## src/rtl/scene_sequencer_if.sv

```systemverilog
// ============================================================================
//  Module      : scene_sequencer_if
//  Description : Video bus between the scene sequencer and the pixel
//                generators / VGA pins.
//  Revision    : 1.0 - initial release
// ============================================================================
`timescale 1ns/1ps
`default_nettype none

interface scene_sequencer_if;
    logic [9:0] x;
    logic [9:0] y;
    logic [2:0] splash_color;
    logic [2:0] game_color;
    logic       hsync;
    logic       vsync;
    logic       video_on;
    logic [2:0] rgb;
    logic       frame_tick;
    logic [1:0] scene;

    modport master (
        output x, y, hsync, vsync, video_on, rgb, frame_tick, scene,
        input  splash_color, game_color
    );

    modport slave (
        input  x, y, hsync, vsync, video_on, rgb, frame_tick, scene,
        output splash_color, game_color
    );
endinterface

`default_nettype wire

```

## src/rtl/scene_sequencer.sv

```systemverilog
// ============================================================================
//  Module      : scene_sequencer
//  Description : 640x480 VGA raster timing plus frame-synchronous scene FSM
//                (SPLASH/GAME/PAUSE/OVER) selecting the registered pixel colour.
//  Revision    : 1.0 - initial release
// ============================================================================
`timescale 1ns/1ps
`default_nettype none

module scene_sequencer #(
    parameter int H_ACTIVE      = 640,
    parameter int H_FP          = 16,
    parameter int H_SYNC        = 96,
    parameter int H_BP          = 48,
    parameter int V_ACTIVE      = 480,
    parameter int V_FP          = 10,
    parameter int V_SYNC        = 2,
    parameter int V_BP          = 33,
    parameter int SPLASH_FRAMES = 120
) (
    input  logic               clk,
    input  logic               rst_n,
    input  logic               start_btn,
    input  logic               pause_btn,
    input  logic               game_over,
    scene_sequencer_if.master  vid
);

    localparam int         H_TOTAL     = H_ACTIVE + H_FP + H_SYNC + H_BP;
    localparam int         V_TOTAL     = V_ACTIVE + V_FP + V_SYNC + V_BP;
    localparam logic [9:0] H_LAST      = 10'(H_TOTAL - 1);
    localparam logic [9:0] V_LAST      = 10'(V_TOTAL - 1);
    localparam logic [9:0] H_VIS       = 10'(H_ACTIVE);
    localparam logic [9:0] V_VIS       = 10'(V_ACTIVE);
    localparam logic [9:0] HS_FIRST    = 10'(H_ACTIVE + H_FP);
    localparam logic [9:0] HS_END      = 10'(H_ACTIVE + H_FP + H_SYNC);
    localparam logic [9:0] VS_FIRST    = 10'(V_ACTIVE + V_FP);
    localparam logic [9:0] VS_END      = 10'(V_ACTIVE + V_FP + V_SYNC);
    localparam logic [7:0] SPLASH_LAST = 8'(SPLASH_FRAMES - 1);

    localparam int BTN_START = 0;
    localparam int BTN_PAUSE = 1;
    localparam int BTN_OVER  = 2;

    typedef enum logic [1:0] {
        S_SPLASH = 2'd0,
        S_GAME   = 2'd1,
        S_PAUSE  = 2'd2,
        S_OVER   = 2'd3
    } scene_t;

    // Raster counters
    logic [9:0] h_q, h_d;
    logic [9:0] v_q, v_d;
    logic       eob;

    // Scene state
    scene_t     scene_q, scene_d;
    logic [7:0] frame_cnt_q, frame_cnt_d;

    // Button edge detection
    logic [2:0] btn_q, btn_q2;
    logic [2:0] pend_q, pend_d;
    logic [2:0] rise;
    logic [2:0] ev;

    // Registered video outputs
    logic       hsync_q, hsync_d;
    logic       vsync_q, vsync_d;
    logic       video_on_q, video_on_d;
    logic [2:0] rgb_q, rgb_d;
    logic [2:0] color;
    logic       frame_tick_q;

    assign eob  = (h_q == H_LAST) && (v_q == V_LAST);
    // Edges come from the registered copies, so an edge landing in the eob
    // cycle itself is only acted on at the following frame boundary.
    assign rise = btn_q & ~btn_q2;
    assign ev   = pend_q | rise;

    always_comb begin
        h_d = h_q + 10'd1;
        v_d = v_q;
        if (h_q == H_LAST) begin
            h_d = '0;
            v_d = (v_q == V_LAST) ? '0 : v_q + 10'd1;
        end
    end

    always_comb begin
        scene_d     = scene_q;
        frame_cnt_d = frame_cnt_q;
        pend_d      = pend_q | rise;
        if (eob) begin
            pend_d = '0;
            case (scene_q)
                S_SPLASH: begin
                    if (ev[BTN_START] || (frame_cnt_q == SPLASH_LAST))
                        scene_d = S_GAME;
                end
                S_GAME: begin
                    if (ev[BTN_OVER])
                        scene_d = S_OVER;
                    else if (ev[BTN_PAUSE])
                        scene_d = S_PAUSE;
                end
                S_PAUSE: begin
                    if (ev[BTN_PAUSE])
                        scene_d = S_GAME;
                end
                S_OVER: begin
                    if (ev[BTN_START])
                        scene_d = S_SPLASH;
                end
                default: scene_d = S_SPLASH;
            endcase
            if (scene_d != scene_q)
                frame_cnt_d = '0;
            else if (frame_cnt_q != 8'hFF)
                frame_cnt_d = frame_cnt_q + 8'd1;
        end
    end

    always_comb begin
        video_on_d = (h_q < H_VIS) && (v_q < V_VIS);
        hsync_d    = !((h_q >= HS_FIRST) && (h_q < HS_END));
        vsync_d    = !((v_q >= VS_FIRST) && (v_q < VS_END));
        color      = '0;
        case (scene_q)
            S_SPLASH: color = vid.splash_color;
            S_GAME:   color = vid.game_color;
            S_PAUSE:  color = v_q[0] ? 3'b000 : vid.game_color;
            S_OVER:   color = frame_cnt_q[4] ? vid.game_color : 3'b100;
            default:  color = '0;
        endcase
        rgb_d = video_on_d ? color : 3'b000;
    end

    always_ff @(posedge clk or negedge rst_n) begin
        if (!rst_n) begin
            h_q          <= '0;
            v_q          <= '0;
            scene_q      <= S_SPLASH;
            frame_cnt_q  <= '0;
            btn_q        <= '0;
            btn_q2       <= '0;
            pend_q       <= '0;
            hsync_q      <= 1'b1;
            vsync_q      <= 1'b1;
            video_on_q   <= 1'b0;
            rgb_q        <= '0;
            frame_tick_q <= 1'b0;
        end else begin
            h_q          <= h_d;
            v_q          <= v_d;
            scene_q      <= scene_d;
            frame_cnt_q  <= frame_cnt_d;
            btn_q        <= {game_over, pause_btn, start_btn};
            btn_q2       <= btn_q;
            pend_q       <= pend_d;
            hsync_q      <= hsync_d;
            vsync_q      <= vsync_d;
            video_on_q   <= video_on_d;
            rgb_q        <= rgb_d;
            frame_tick_q <= eob;
        end
    end

    assign vid.x          = h_q;
    assign vid.y          = v_q;
    assign vid.hsync      = hsync_q;
    assign vid.vsync      = vsync_q;
    assign vid.video_on   = video_on_q;
    assign vid.rgb        = rgb_q;
    assign vid.frame_tick = frame_tick_q;
    assign vid.scene      = scene_q;

endmodule

`default_nettype wire

```

## src/flat_wrapper.sv

```systemverilog
// flat-port wrapper written by rule: the top's interface ports become plain ports
module scene_sequencer_flat 
#(
    parameter int H_ACTIVE      = 640,
    parameter int H_FP          = 16,
    parameter int H_SYNC        = 96,
    parameter int H_BP          = 48,
    parameter int V_ACTIVE      = 480,
    parameter int V_FP          = 10,
    parameter int V_SYNC        = 2,
    parameter int V_BP          = 33,
    parameter int SPLASH_FRAMES = 120
)
  (clk, rst_n, start_btn, pause_btn, game_over, vid_x, vid_y, vid_hsync, vid_vsync, vid_video_on, vid_rgb, vid_frame_tick, vid_scene, vid_splash_color, vid_game_color);
  scene_sequencer_if vid_i ();
  input  logic clk;
  input  logic rst_n;
  input  logic start_btn;
  input  logic pause_btn;
  input  logic game_over;
  output wire logic [$bits(vid_i.x)-1:0] vid_x;
  output wire logic [$bits(vid_i.y)-1:0] vid_y;
  output wire logic [$bits(vid_i.hsync)-1:0] vid_hsync;
  output wire logic [$bits(vid_i.vsync)-1:0] vid_vsync;
  output wire logic [$bits(vid_i.video_on)-1:0] vid_video_on;
  output wire logic [$bits(vid_i.rgb)-1:0] vid_rgb;
  output wire logic [$bits(vid_i.frame_tick)-1:0] vid_frame_tick;
  output wire logic [$bits(vid_i.scene)-1:0] vid_scene;
  input wire logic [$bits(vid_i.splash_color)-1:0] vid_splash_color;
  input wire logic [$bits(vid_i.game_color)-1:0] vid_game_color;
  assign vid_x = vid_i.x;
  assign vid_y = vid_i.y;
  assign vid_hsync = vid_i.hsync;
  assign vid_vsync = vid_i.vsync;
  assign vid_video_on = vid_i.video_on;
  assign vid_rgb = vid_i.rgb;
  assign vid_frame_tick = vid_i.frame_tick;
  assign vid_scene = vid_i.scene;
  assign vid_i.splash_color = vid_splash_color;
  assign vid_i.game_color = vid_game_color;
  scene_sequencer #(.H_ACTIVE(H_ACTIVE), .H_FP(H_FP), .H_SYNC(H_SYNC), .H_BP(H_BP), .V_ACTIVE(V_ACTIVE), .V_FP(V_FP), .V_SYNC(V_SYNC), .V_BP(V_BP), .SPLASH_FRAMES(SPLASH_FRAMES)) u_core (.clk(clk), .rst_n(rst_n), .start_btn(start_btn), .pause_btn(pause_btn), .game_over(game_over), .vid(vid_i));
endmodule
```

## config.mk

```make
export PLATFORM = sky130hd
export DESIGN_NAME = scene_sequencer_flat
export DESIGN_NICKNAME = d
export VERILOG_FILES = /design/src/rtl/scene_sequencer_if.sv /design/src/rtl/scene_sequencer.sv /design/src/flat_wrapper.sv
export SDC_FILE = /design/constraint.sdc
export NUM_CORES = 1
export LEC_CHECK = 0
export BUFFER_PORTS_ARGS = -buffer_cell sky130_fd_sc_hd__buf_2
export CORE_ASPECT_RATIO = 1.2
export CORE_UTILIZATION = 55
export CTS_BUF_LIST = sky130_fd_sc_hd__clkbuf_8
export CTS_CLUSTER_SIZE = 25
export DETAILED_ROUTE_END_ITERATION = 8
export PLACE_DENSITY = 0.87
export SETUP_SLACK_MARGIN = 0.4
export SYNTH_ARGS = -nofsm -noshare
export SYNTH_HDL_FRONTEND = slang
export SYNTH_SLANG_ARGS = --single-unit
```

## constraint.sdc

```tcl
create_clock -name clk -period 2.8 [get_ports clk]
set_input_delay 0.56 -clock clk [delete_from_list [all_inputs] [get_ports clk]]
set_output_delay 0.56 -clock clk [all_outputs]
set_load 0.02 [all_outputs]
```

Yosys cells after proc, flatten, opt, wreduce, memory -nomap -nowiden
Index checks and enable logic that the tools add are counted.

cells by class
  $add $sub $neg = 3
  reduce and logical (&&, ||, !) cells = 10
  mux-type cells = 16
  $lt $le $gt $ge = 6
  bitwise gates (word level) = 3
  equal/unequal tests = 8

operator list
  operator                 number
  $add A10 B1 Y10 const B  2
  $eq A10 B10 Y1 const B   2
  $lt A10 B10 Y1 const B   2
  $lt A10 B9 Y1 const B    2
  $mux W10                 2
  $mux W8                  2
  $mux W2                  6
  $mux W3                  4
  $pmux W3 S4              1
  $ge A10 B10 Y1 const B   1
  $ge A10 B9 Y1 const B    1
  $add A8 B1 Y8 const B    1
  $eq A8 B7 Y1 const B     1
  $ne A8 B8 Y1 const B     1
  $pmux W2 S4              1
  $eq A2 B2 Y1 const B     2
  $logic_and A1 B1 Y1      4
  $and A3 B3 Y3            1
  $not A3 Y3               1
  $or A3 B3 Y3             1
  $eq A2 B1 Y1 const B     1
  $logic_not A1 Y1         2
  $logic_not A2 Y1         1
  $ne A2 B2 Y1             1
  3 further kinds          3

storage, ports and cells
  input bits = 11
  output and inout bits = 29
  register bits after elaboration = 46
  logic and storage cells = 58

Depth between registers and ports, before layout
Gate-level depths: netlist (run 1).

  depth after elaboration = 10
  depth in mapped cells = 9

Worst setup path after synthesis (run 1)
OpenSTA, ideal clock, no wires.

  path kind = register to register
  start = register u_core.h_q[5] (netlist: u_core.vid.x[5])
  end = register u_core.v_q[7] (netlist: u_core.vid.y[7])
  arrival = 1.798 ns
  required time = 2.669 ns
  buffers on the path = 0
  cell stages (with the launch flop) = 6
  path slack = 0.871 ns
  cells stage by stage = dfrtp_1 > or4b_4 > or3_4 > nor2_4 > nand3_1 > xnor2_1

on the way
  word-level cells in the longest chain between the ends = 1

RTL lines
  what                    line                    RTL
  start, declared         scene_sequencer.sv:53   logic [9:0] h_q, h_d;
  start signal, assigned  scene_sequencer.sv:141  h_q <= '0;
  start signal, assigned  scene_sequencer.sv:154  h_q <= h_d;
  $eq A10 B10 Y1          scene_sequencer.sv:84   if (h_q == H_LAST) begin
  end signal, assigned    scene_sequencer.sv:155  v_q <= v_d;
  end, declared           scene_sequencer.sv:54   logic [9:0] v_q, v_d;

No other way between the ends.
A chain may end at the register's enable or synchronous reset.

Worst setup path in the final report (run 1)
  start = register u_core.frame_cnt_q[0]
  end = register u_core.frame_cnt_q[7]

on the way
  word-level cells in the longest chain between the ends = 8
  elaborated cells on any way between the ends = 12

RTL lines
  what                                 line                    RTL
  start, declared                      scene_sequencer.sv:59   logic [7:0] frame_cnt_q, frame_cnt_d;
  start signal, assigned               scene_sequencer.sv:157  frame_cnt_q <= frame_cnt_d;
  $eq A8 B7 Y1                         scene_sequencer.sv:98   if (ev[BTN_START] || (frame_cnt_q == SPLASH_LAST))
  $logic_or A1 B1 Y1                   scene_sequencer.sv:98
  $mux W2                              scene_sequencer.sv:98
  $pmux W2 S4                          scene_sequencer.sv:96   case (scene_q)
  $mux W2                              scene_sequencer.sv:94   if (eob) begin
  $ne A2 B2 Y1                         scene_sequencer.sv:117  if (scene_d != scene_q)
  $reduce_bool A2 Y1 (no source line)  -
  $reduce_and A2 Y1 (no source line)   -

Parallel ways exist; a longest one is shown, timed or not. The select of a mux whose other input is x is not followed.

==> metrics, run 1 <==
status=finished clean; endpoints failing setup=0; Synth Flop Type=dfrtp_1; synth-to-layout area growth=15.1%; synthesized area=0.00219 mm²; Final WS setup=0.700 ns; largest family of logic cells by synthesized area=simple AND/OR/NAND/NOR gates; Rows=24; clk buf depth=2; Die W=59.6 µm; clock-pin slew on the worst setup and hold paths=0.08 ns; max-slew violations=0; Yosys cell types=53; met2 Use GR=32.7%; Die Ht=71.2 µm; DP HPWL=2960 µm; pre-CTS setup slack=0.721 ns; layout cells sized above 1=23.0%; Max Clock Skew=0.00683 ns; post-route DRC violation count=0; Hold Crit Endpoint=u_core.btn_q2[2]; vias in the first global route=1,602; I/O pin cnt=40; met1 Usage GRT=31.7%; leakage=1.23 nW; CTS tree=yes; Reg2Reg Launch Point=u_core.frame_cnt_q[0]; Final Cycle Share=75.0%; largest net degree at the start of global routing=47; Seq cells post-synth=46; Gates resized, CTS repair=0; Initial Util=58.9%; WS Path Type=flop to flop; port buffer count=39; Psw=229 µW; area share of and/or/nand/nor cells after synthesis=22.3%; Cell Int Power=875 µW; synthesized instance count=214; routed length per instance=13.4 µm; Pwr Total=1.10 mW; ANT cells=0; First DRT Iteration DRCs=56; Cells on Worst Hold Path=0; Skew-Pair Late Insertion Delay=0.29 ns; post-route ant nets=0; Worst slew margin=35.3%; time the worst path needs with I/O delays and setup=2.10 ns; die area=0.00425 mm²; area leader, netlist=dfrtp_1; clock root buffer=clkbuf_8; final core occ=67.8%; HP Class=flop to flop; TritonCTS Buffers=5; hold_sp=u_core.btn_q[2]; Setup Buffers After CTS=0; Vias/cell=5.58; Max Fclk=476 MHz; global-route wire length before repair=7130 µm; fraction of registers with async set/reset=100%; Clock power frac=36.3%; register area share after synthesis=52.6%; most crowded layer after global routing=met2; Initial DRT Pass Iterations=5; Final nets=272; synthesized area per cell=10.2 µm²; GPL Wtd Cong=0.794; Commonest cells post-synth=dfrtp_1 (44), nand2_1 (20), nor2_1 (17); Core Region=0.00372 mm²; worst ir drop on vdd=356 µV; mux cell area share after synthesis=0.913%; share of the synthesized area in the top cell type=50.2%; Syn. warnings=0; worst reg-to-reg path cell count=6; grt ovf=0; setup TNS=0 ns; synth top area cells=dfrtp_1 (50%), nand2_1 (3.4%), a21oi_1 (3.2%), nor2_1 (2.9%), ha_1 (2.9%); crit path DAT=2.31 ns; Post-synth EDFFs=0; crit-path max FO=8; hold_buf cts=0; Worst setup EP type=flop; Power Density=437 mW/mm²; Post-Synth XOR/XNOR Area=4.39%; Adder-Cell Fraction of Synth Area=2.85%; Max-cap violations=0; R2R Setup Slk=0.70 ns; sw frac=20.7%; Reg power frac=60.9%; Worst-Margin Slew=0.971 ns; initial antenna violation count=0; routing usage on met3=5.85%; RSZ-0062 raised after global routing=no; final hold vios=0; Compound-Gate Fraction of Synth Area=13.6%; H-tree depth=2; Worst Path Required=3.01 ns; Global Route Usage Sum=22.4%; Logic pwr share=2.7%; Worst Setup SP=u_core.frame_cnt_q[0]; CP Launch Type=flop; Vias=1,724; reg2reg end=u_core.frame_cnt_q[7]; WL final=4150 µm; Clock Sink Count=46; Post-Syn Nets=230; leading cell type by number of instances after synthesis=dfrtp_1
-- how the worst max path moves through the flow --
stage          cells after the start                     to  slack [ns]
2_1_floorplan                      5        u_core.vid.y[7]        0.87
3_3_place_gp                       6  u_core.frame_cnt_q[7]        0.80
3_5_place_dp                       6  u_core.frame_cnt_q[7]        0.72
4_1_cts                            6  u_core.frame_cnt_q[7]        0.71
5_1_grt                            8    u_core.vid.scene[1]        0.50
6_report                           6  u_core.frame_cnt_q[7]        0.70
-- logic make-up (layout without fill, tap and decap cells) --
kind of cell | count (synthesis) | after routing
flip-flops | 46 | 46
XOR/XNOR | 11 | 11
AO/OA/AOI/OAI | 46 | 46
AND/OR/NAND/NOR | 87 | 87
multiplexers | 2 | 2
adder cells (fa/ha/maj) | 5 | 5
buffers and inverters | 17 | 60
-- power groups by stage --
stage	logic [mW]	registers (mW)	clock network, mW
global route	0.0347	0.674	0.445
CTS	0.0311	0.673	0.414
floorplan	0.00471	0.689	0
finish	0.0300	0.673	0.401
global placement	0.0305	0.686	0
detailed placement	0.0312	0.686	0
-- flip-flops by register name (all words and copies together), names as in the netlist, 2 cells and up --
register	cells
u_core.vid.y	10
u_core.frame_cnt_q	8
u_core.vid.scene	2
u_core.pend_q	3
u_core.btn_q2	3
u_core.btn_q	3
u_core.vid.x	10
u_core.vid.rgb	3
-- critical path: stages, from the launching register on --
cell and delay (ns):
dfrtp_1 0.42, ha_1 0.25, and3b_1 0.19, a2111o_1 0.44
a2bb2oi_2 0.32, a21bo_2 0.26, a21oi_1 0.14
-- cell type report --
type / instances / area, µm²
fillers: 313 / 1200
flip-flops and latches: 46 / 1150
multi-input cells: 151 / 966
repair buffers: 40 / 203
clock buffers: 6 / 82.6
well taps: 52 / 65.1
inverters: 12 / 46.3
clock inverters: 2 / 8.76
-- per-stage QoR --
stage	area [µm²]	instances	hold slack [ns]
after detailed placement	2430	301	0.362
after global placement	2430	301	0.353
final	2520	309	0.373
after global routing	2520	309	0.349
after floorplan	2190	214	0.264
after CTS	2520	309	0.366
-- cells in the final DEF, fill, tap and decap left out, drive strengths merged, types with 2 or more instances in the layout --
cell type  count
ha             5
nand2         21
nor2b          3
dfrtp         44
mux2i          2
xor2           7
nand4          5
nor2          18
nand2b         2
buf           40
clkbuf         6
a22oi          2
xnor2          4
o21ai         12
inv           12
dfstp          2
nand3         13
nor3           7
a21oi         14
clkinv         2
and4           3
o31ai          2
a31oi          3
and3           5
-- routing by layer --
metal	part of all wire [%]	routed length, µm	vias to the layer above
met2	48	1990	49
met1	46	1910	823
met3	4.4	184	6
met4	1.7	72	0
met5	0	0	-
li1	-	-	846
Power figures use the tool's default switching activity.
==> run 2, diff against run 1 <==
--- a/config.mk
+++ b/config.mk
@@ -7,11 +7,11 @@
 export LEC_CHECK = 0
 export BUFFER_PORTS_ARGS = -buffer_cell sky130_fd_sc_hd__buf_2
 export CORE_ASPECT_RATIO = 1.2
-export CORE_UTILIZATION = 55
+export CORE_UTILIZATION = 52
 export CTS_BUF_LIST = sky130_fd_sc_hd__clkbuf_8
 export CTS_CLUSTER_SIZE = 25
 export DETAILED_ROUTE_END_ITERATION = 8
-export PLACE_DENSITY = 0.87
+export PLACE_DENSITY = 0.86
 export SETUP_SLACK_MARGIN = 0.4
 export SYNTH_ARGS = -nofsm -noshare
 export SYNTH_HDL_FRONTEND = slang
==> constraint.sdc (replaced) <==
create_clock -name clk -period 1.7 [get_ports clk]
set_input_delay 0.34 -clock clk [delete_from_list [all_inputs] [get_ports clk]]
set_output_delay 0.34 -clock clk [all_outputs]
set_load 0.02 [all_outputs]
==> run 2 against run 1 <==
The flow now finishes with violations (setup timing). Final cell count rose by 26%. Non-clock buffer count up 78. Register-to-register slack got worse by 1.2 ns. Die area increased by 5.6%. Via count increased by 50%. Clock skew rose by 0.011 ns.
==> metrics, run 2 (synthesis results as in run 1) <==
status=complete, but fails checks; failing checks=setup timing; RSZ-0062 raised after global routing=yes; setup TNS=-5.32 ns (-5.32 ns); DP HPWL=3790 µm (+28%); Final Cycle Share=131% (+56 points); Cell Area, Placed=0.00284 mm² (+17%); crit-path max FO=3 (-5); vias in the first global route=2,245 (+40%); Max Clock Skew=0.0177 ns (+0.0109 ns); grt ovf=0 (unchanged); CP Launch Type=flop; port buffer count=39 (unchanged); fin area=0.00367 mm² (+46%); Core Region=0.00400 mm² (+7.5%); I/O pin cnt=40 (unchanged); WS Path Type=flop to flop; Rows=25 (+4.2%); most frequent cells in the layout=buf_6 (50), buf_4 (49), dfrtp_1 (29), nand2_1 (18), buf_2 (18); Initial Util=54.8% (-4.1 points); Skew-Pair Late Insertion Delay=0.31 ns (+0.02 ns); final hold vios=0 (unchanged); Worst slew margin=63.8% (+29 points); Crit path largest cell delay=0.59 ns (+0.15 ns); Buf/Inv on CP=0 (unchanged); First DRT Iteration DRCs=289 (+420%); largest net degree at the start of global routing=23 (-51%); Vias=2,583 (+50%); Die Ht=73.1 µm (+2.8%); worst ir drop on vdd=710 µV (+100%); global-route wire length before repair=10,800 µm (+51%); Final nets=351 (+29%); final cell count without fillers=390 (+26%); most crowded layer after global routing=met2; Slowest cell on crit path=or4b_4; Max-cap violations=0 (unchanged); layout cells sized above 1=59.5% (+37 points); routing usage on met3=6.03% (+0.18 points); post-route ant nets=0 (unchanged); commonest non-fill, non-tap cell in the layout=buf_6; Inst Count DP=344 (+14%); clock root buffer=clkbuf_8; ANT cells=0 (unchanged); endpoints failing setup=26 (+26); Final WS setup=-0.531 ns (-1.23 ns); synth-to-layout area growth=67.5%; Worst-Margin Slew=0.543 ns (-0.428 ns); post-route DRC violation count=0 (unchanged); Reg2Reg Launch Point=u_core.vid.x[5]; Initial DRT Pass Iterations=5 (unchanged); time the worst path needs with I/O delays and setup=2.23 ns (+0.131 ns); pre-CTS setup slack=-0.115 ns (-0.837 ns); hold_buf cts=0 (unchanged); Vias/cell=6.62 (+19%); Power Density=551 mW/mm² (+26%); max-slew violations=0 (unchanged); Crit path max-delay family=simple AND/OR/NAND/NOR gates; CTS tree=yes; HP Class=primary input to async pin; clock-pin slew on the worst setup and hold paths=0.10 ns (+0.02 ns); H-tree depth=2 (unchanged); register area=0.00117 mm² (+1.6%); Clock Sink Count=46 (unchanged); # fillers=129 (-59%); Worst Setup SP=u_core.vid.x[5]; Global Route Usage Sum=33.5% (+11 points); Die W=61.3 µm (+2.7%); Pwr Total=2.03 mW (+83%); initial antenna violation count=1 (+1); routed length per instance=24.5 µm (+82%); Worst Path Required=1.86 ns (-1.15 ns); GPL Wtd Cong=0.830 (+4.7%); clk buf depth=2 (unchanged); Max Fclk=448 MHz (-5.9%); met1 Usage GRT=39.4% (+7.7 points); Worst setup EP type=flop; crit path DAT=2.39 ns (+0.08 ns); Critical Path, Cell by Cell=or4b_4 -> or3_4 -> nor2_4 -> nand2_1 -> mux2i_1; die area=0.00448 mm² (+5.6%); leakage=1.72 nW (+40%); TritonCTS Buffers=5 (unchanged); WL final=9560 µm (+130%); met2 Use GR=56.5% (+24 points); multi-input logic area=0.00122 mm² (+26%)
## run 2: where the power goes
part | internal (mW) | switching, mW | total (mW)
clock network | 0.474 | 0.378 | 0.852
registers | 1.10 | 0.00615 | 1.11
logic | 0.0212 | 0.0414 | 0.0626
## run 2: cell type report
cell class / instances / area share [%]
Multi-Input combinational cell: 151 / 33.2
Tap cell: 54 / 1.84
Timing Repair inverter: 1 / 0.238
Inverter: 12 / 1.36
Clock buffer: 6 / 2.25
Sequential cell: 46 / 31.9
Timing Repair Buffer: 118 / 28.3
Clock inverter: 2 / 0.919
## run 2: per-stage QoR
stage	hold WS, ns	utilization, %
3_3_place_gp	0.334	70.9
2_1_floorplan	0.0444	-
4_1_cts	0.0144	85.4
6_report	0.00955	91.8
5_1_grt	0.0461	91.8
3_5_place_dp	0.337	70.9
## run 2: path summary, 6_finish.rpt
kind,end,slack [ns],cells past startpoint
max,u_core.vid.y[9],-0.53,5
min,u_core.vid.y[9],0.01,1
max reg2reg,u_core.vid.y[9],-0.53,5
min reg2reg,u_core.btn_q2[0],0.37,0
max in group asynchronous,u_core.vid.scene[0],1.14,2
min in group clk,u_core.btn_q[2],0.14,1
## run 2: timing repair
| action | CTS | global route |
|---|---|---|
| resized for setup | 95 | 26 |
| setup buffers | 17 | 20 |
| gates cloned | 1 | 0 |
| pin swaps | 14 | 12 |
| setup endpoints to repair | 57 | 60 |
## run 2: routing by layer
metal  vias to the layer above  routed length (µm)
met2                       243                4630
li1                       1003                   -
met3                        93                 923
met1                      1242                3230
met5                         -                  13
met4                         2                 766
==> run 3, diff against run 2 <==
--- a/config.mk
+++ b/config.mk
@@ -8,10 +8,11 @@
 export BUFFER_PORTS_ARGS = -buffer_cell sky130_fd_sc_hd__buf_2
 export CORE_ASPECT_RATIO = 1.2
 export CORE_UTILIZATION = 52
-export CTS_BUF_LIST = sky130_fd_sc_hd__clkbuf_8
+export CTS_BUF_LIST = sky130_fd_sc_hd__clkbuf_4 sky130_fd_sc_hd__clkbuf_8
 export CTS_CLUSTER_SIZE = 25
 export DETAILED_ROUTE_END_ITERATION = 8
 export PLACE_DENSITY = 0.86
+export RECOVER_POWER = 25
 export SETUP_SLACK_MARGIN = 0.4
 export SYNTH_ARGS = -nofsm -noshare
 export SYNTH_HDL_FRONTEND = slang
==> run 3 against run 2 <==
The flow still finishes with violations (setup timing). Sequential power about the same. Utilization about the same. Worst hold slack improved by 0.13 ns. Combinational power increased by 6.5%. Critical path type unchanged.
==> metrics, run 3 (synthesis results as in run 1) <==
status=complete, but fails checks; failing checks=setup timing; WL final=10,400 µm (+9.2%); register area=0.00117 mm² (+0.11%); commonest non-fill, non-tap cell in the layout=buf_6; layout cells sized above 1=59.1% (-0.38 points); Worst-Margin Slew=1.40 ns (+0.855 ns); TritonCTS Buffers=5 (unchanged); global-route wire length before repair=11,800 µm (+9.7%); clock-pin slew on the worst setup and hold paths=0.09 ns (about the same); crit-path max FO=8 (+5); CTS tree=yes; vias in the first global route=2,322 (+3.4%); clk buf depth=2 (unchanged); die area=0.00448 mm² (unchanged); Worst slew margin=6.79% (-57 points); endpoints failing setup=29 (+12%); port buffer count=39 (unchanged); most frequent cells in the layout=buf_6 (54), buf_4 (37), dfrtp_1 (28), buf_2 (17), dfrtp_2 (16); Max Fclk=463 MHz (+3.4%); Die W=61.3 µm (unchanged); HP Class=primary input to flop; Clock Sink Count=46 (unchanged); Worst Path Required=1.95 ns (+0.09 ns); Crit path largest cell delay=0.57 ns (-0.02 ns); Initial Util=54.8% (unchanged); CP Launch Type=flop; RSZ-0062 raised after global routing=yes; Vias/cell=6.79 (+2.5%); Max Clock Skew=0.0224 ns (+0.00472 ns); post-route ant nets=0 (unchanged); initial antenna violation count=1 (unchanged); routed length per instance=27.3 µm (+11%); Critical Path, Cell by Cell=or4b_4 -> nor3_4 -> buf_4 -> nand4_1 -> nor3_2 -> a21o_1; largest net degree at the start of global routing=23 (unchanged); hold_buf cts=0 (unchanged); clock root buffer=clkbuf_8; Power Density=563 mW/mm² (+2.1%); time the worst path needs with I/O delays and setup=2.16 ns (-0.0726 ns); Global Route Usage Sum=37.2% (+3.7 points); Rows=25 (unchanged); Vias=2,600 (+0.66%); multi-input logic area=0.00125 mm² (+2.9%); leakage=1.67 nW (-3.0%); worst ir drop on vdd=753 µV (+6.1%); Die Ht=73.1 µm (unchanged); Initial DRT Pass Iterations=5 (unchanged); DP HPWL=3790 µm (unchanged); WS Path Type=flop to flop; Final nets=343 (-2.3%); First DRT Iteration DRCs=295 (+2.1%); Core Region=0.00400 mm² (unchanged); Slowest cell on crit path=or4b_4; Skew-Pair Late Insertion Delay=0.31 ns (about the same); GPL Wtd Cong=0.830 (unchanged); pre-CTS setup slack=-0.115 ns (unchanged); Max-cap violations=0 (unchanged); final hold vios=0 (unchanged); Final Cycle Share=127% (-4.3 points); Final WS setup=-0.458 ns (+0.0726 ns); synth-to-layout area growth=67.5% (about the same); Worst setup EP type=flop; crit path DAT=2.40 ns (about the same); max-slew violations=0 (unchanged); post-route DRC violation count=0 (unchanged); I/O pin cnt=40 (unchanged); # fillers=133 (+3.1%); H-tree depth=2 (unchanged); setup TNS=-8.20 ns (-2.88 ns); grt ovf=0 (unchanged)
-- run 3: metrics by stage --
step                      power [mW]  util, %  hold WS (ns)  cells  instance area (µm²)
final                           2.07     91.8         0.140    383                 3670
after detailed placement        1.19     70.9         0.337    344                 2840
after floorplan                 1.14        -        0.0444    214                 2280
after CTS                       2.04     85.4        0.0104    371                 3420
after global placement          1.19     70.9         0.334    344                 2840
after global routing            2.12     91.8         0.141    383                 3670
-- run 3: final cells by class --
type	instances	area share, %
tap	54	1.84
antenna	1	0.0681
clock buffer	7	2.45
timing repair inverter	1	0.238
timing repair buffer	110	27.1
inverter	12	1.43
clock inverter	1	0.817
sequential	46	31.9
multi-input combinational	151	34.1
-- run 3: path summary, 6_finish.rpt --
| kind | slack (ns) | end | startpoint | depth (start not counted) |
|---|---|---|---|---|
| max in group asynchronous | 0.43 | u_core.vid.scene[1] | rst_n | 1 |
| worst min-delay path | 0.14 | u_core.btn_q[2] | game_over | 1 |
| worst min register to register | 0.37 | u_core.btn_q2[0] | u_core.btn_q[0] | 0 |
| worst max register to register | -0.46 | u_core.vid.y[4] | u_core.vid.x[6] | 6 |
| min in group asynchronous | 0.33 | u_core.vid.x[1] | rst_n | 1 |
| worst max-delay path | -0.46 | u_core.vid.y[4] | u_core.vid.x[6] | 6 |
-- run 3: power by group --
part / internal, mW / switching [mW] / leakage [nW]
Clock: 0.496 / 0.392 / 0.0619
Combinational: 0.0212 / 0.0455 / 1.05
Sequential: 1.10 / 0.00764 / 0.556
-- run 3: routing by layer --
metal | up-vias | track usage [%] | wire, µm | part of all wire [%]
li1 | 990 | - | - | -
met5 | - | 0 | 0 | 0
met1 | 1251 | 40.8 | 3560 | 34
met4 | 0 | 21.0 | 1020 | 9.7
met2 | 246 | 61.7 | 4820 | 46
met3 | 113 | 12.1 | 1040 | 10
-- run 3: worst max-delay path, delay by kind of cell, from the launching register on --
family | cells | cell delay, ns
compound gates | 1 | 0.13
buf+inv | 1 | 0.22
flops | 1 | 0.44
simple gates | 4 | 1.30
-- run 3: repair_timing --
item	4_1_cts	5_1_grt
setup buffers	18	11
gates resized for setup	91	42
pin swaps	11	8
gates cloned	1	0
setup endpoints to repair	57	59
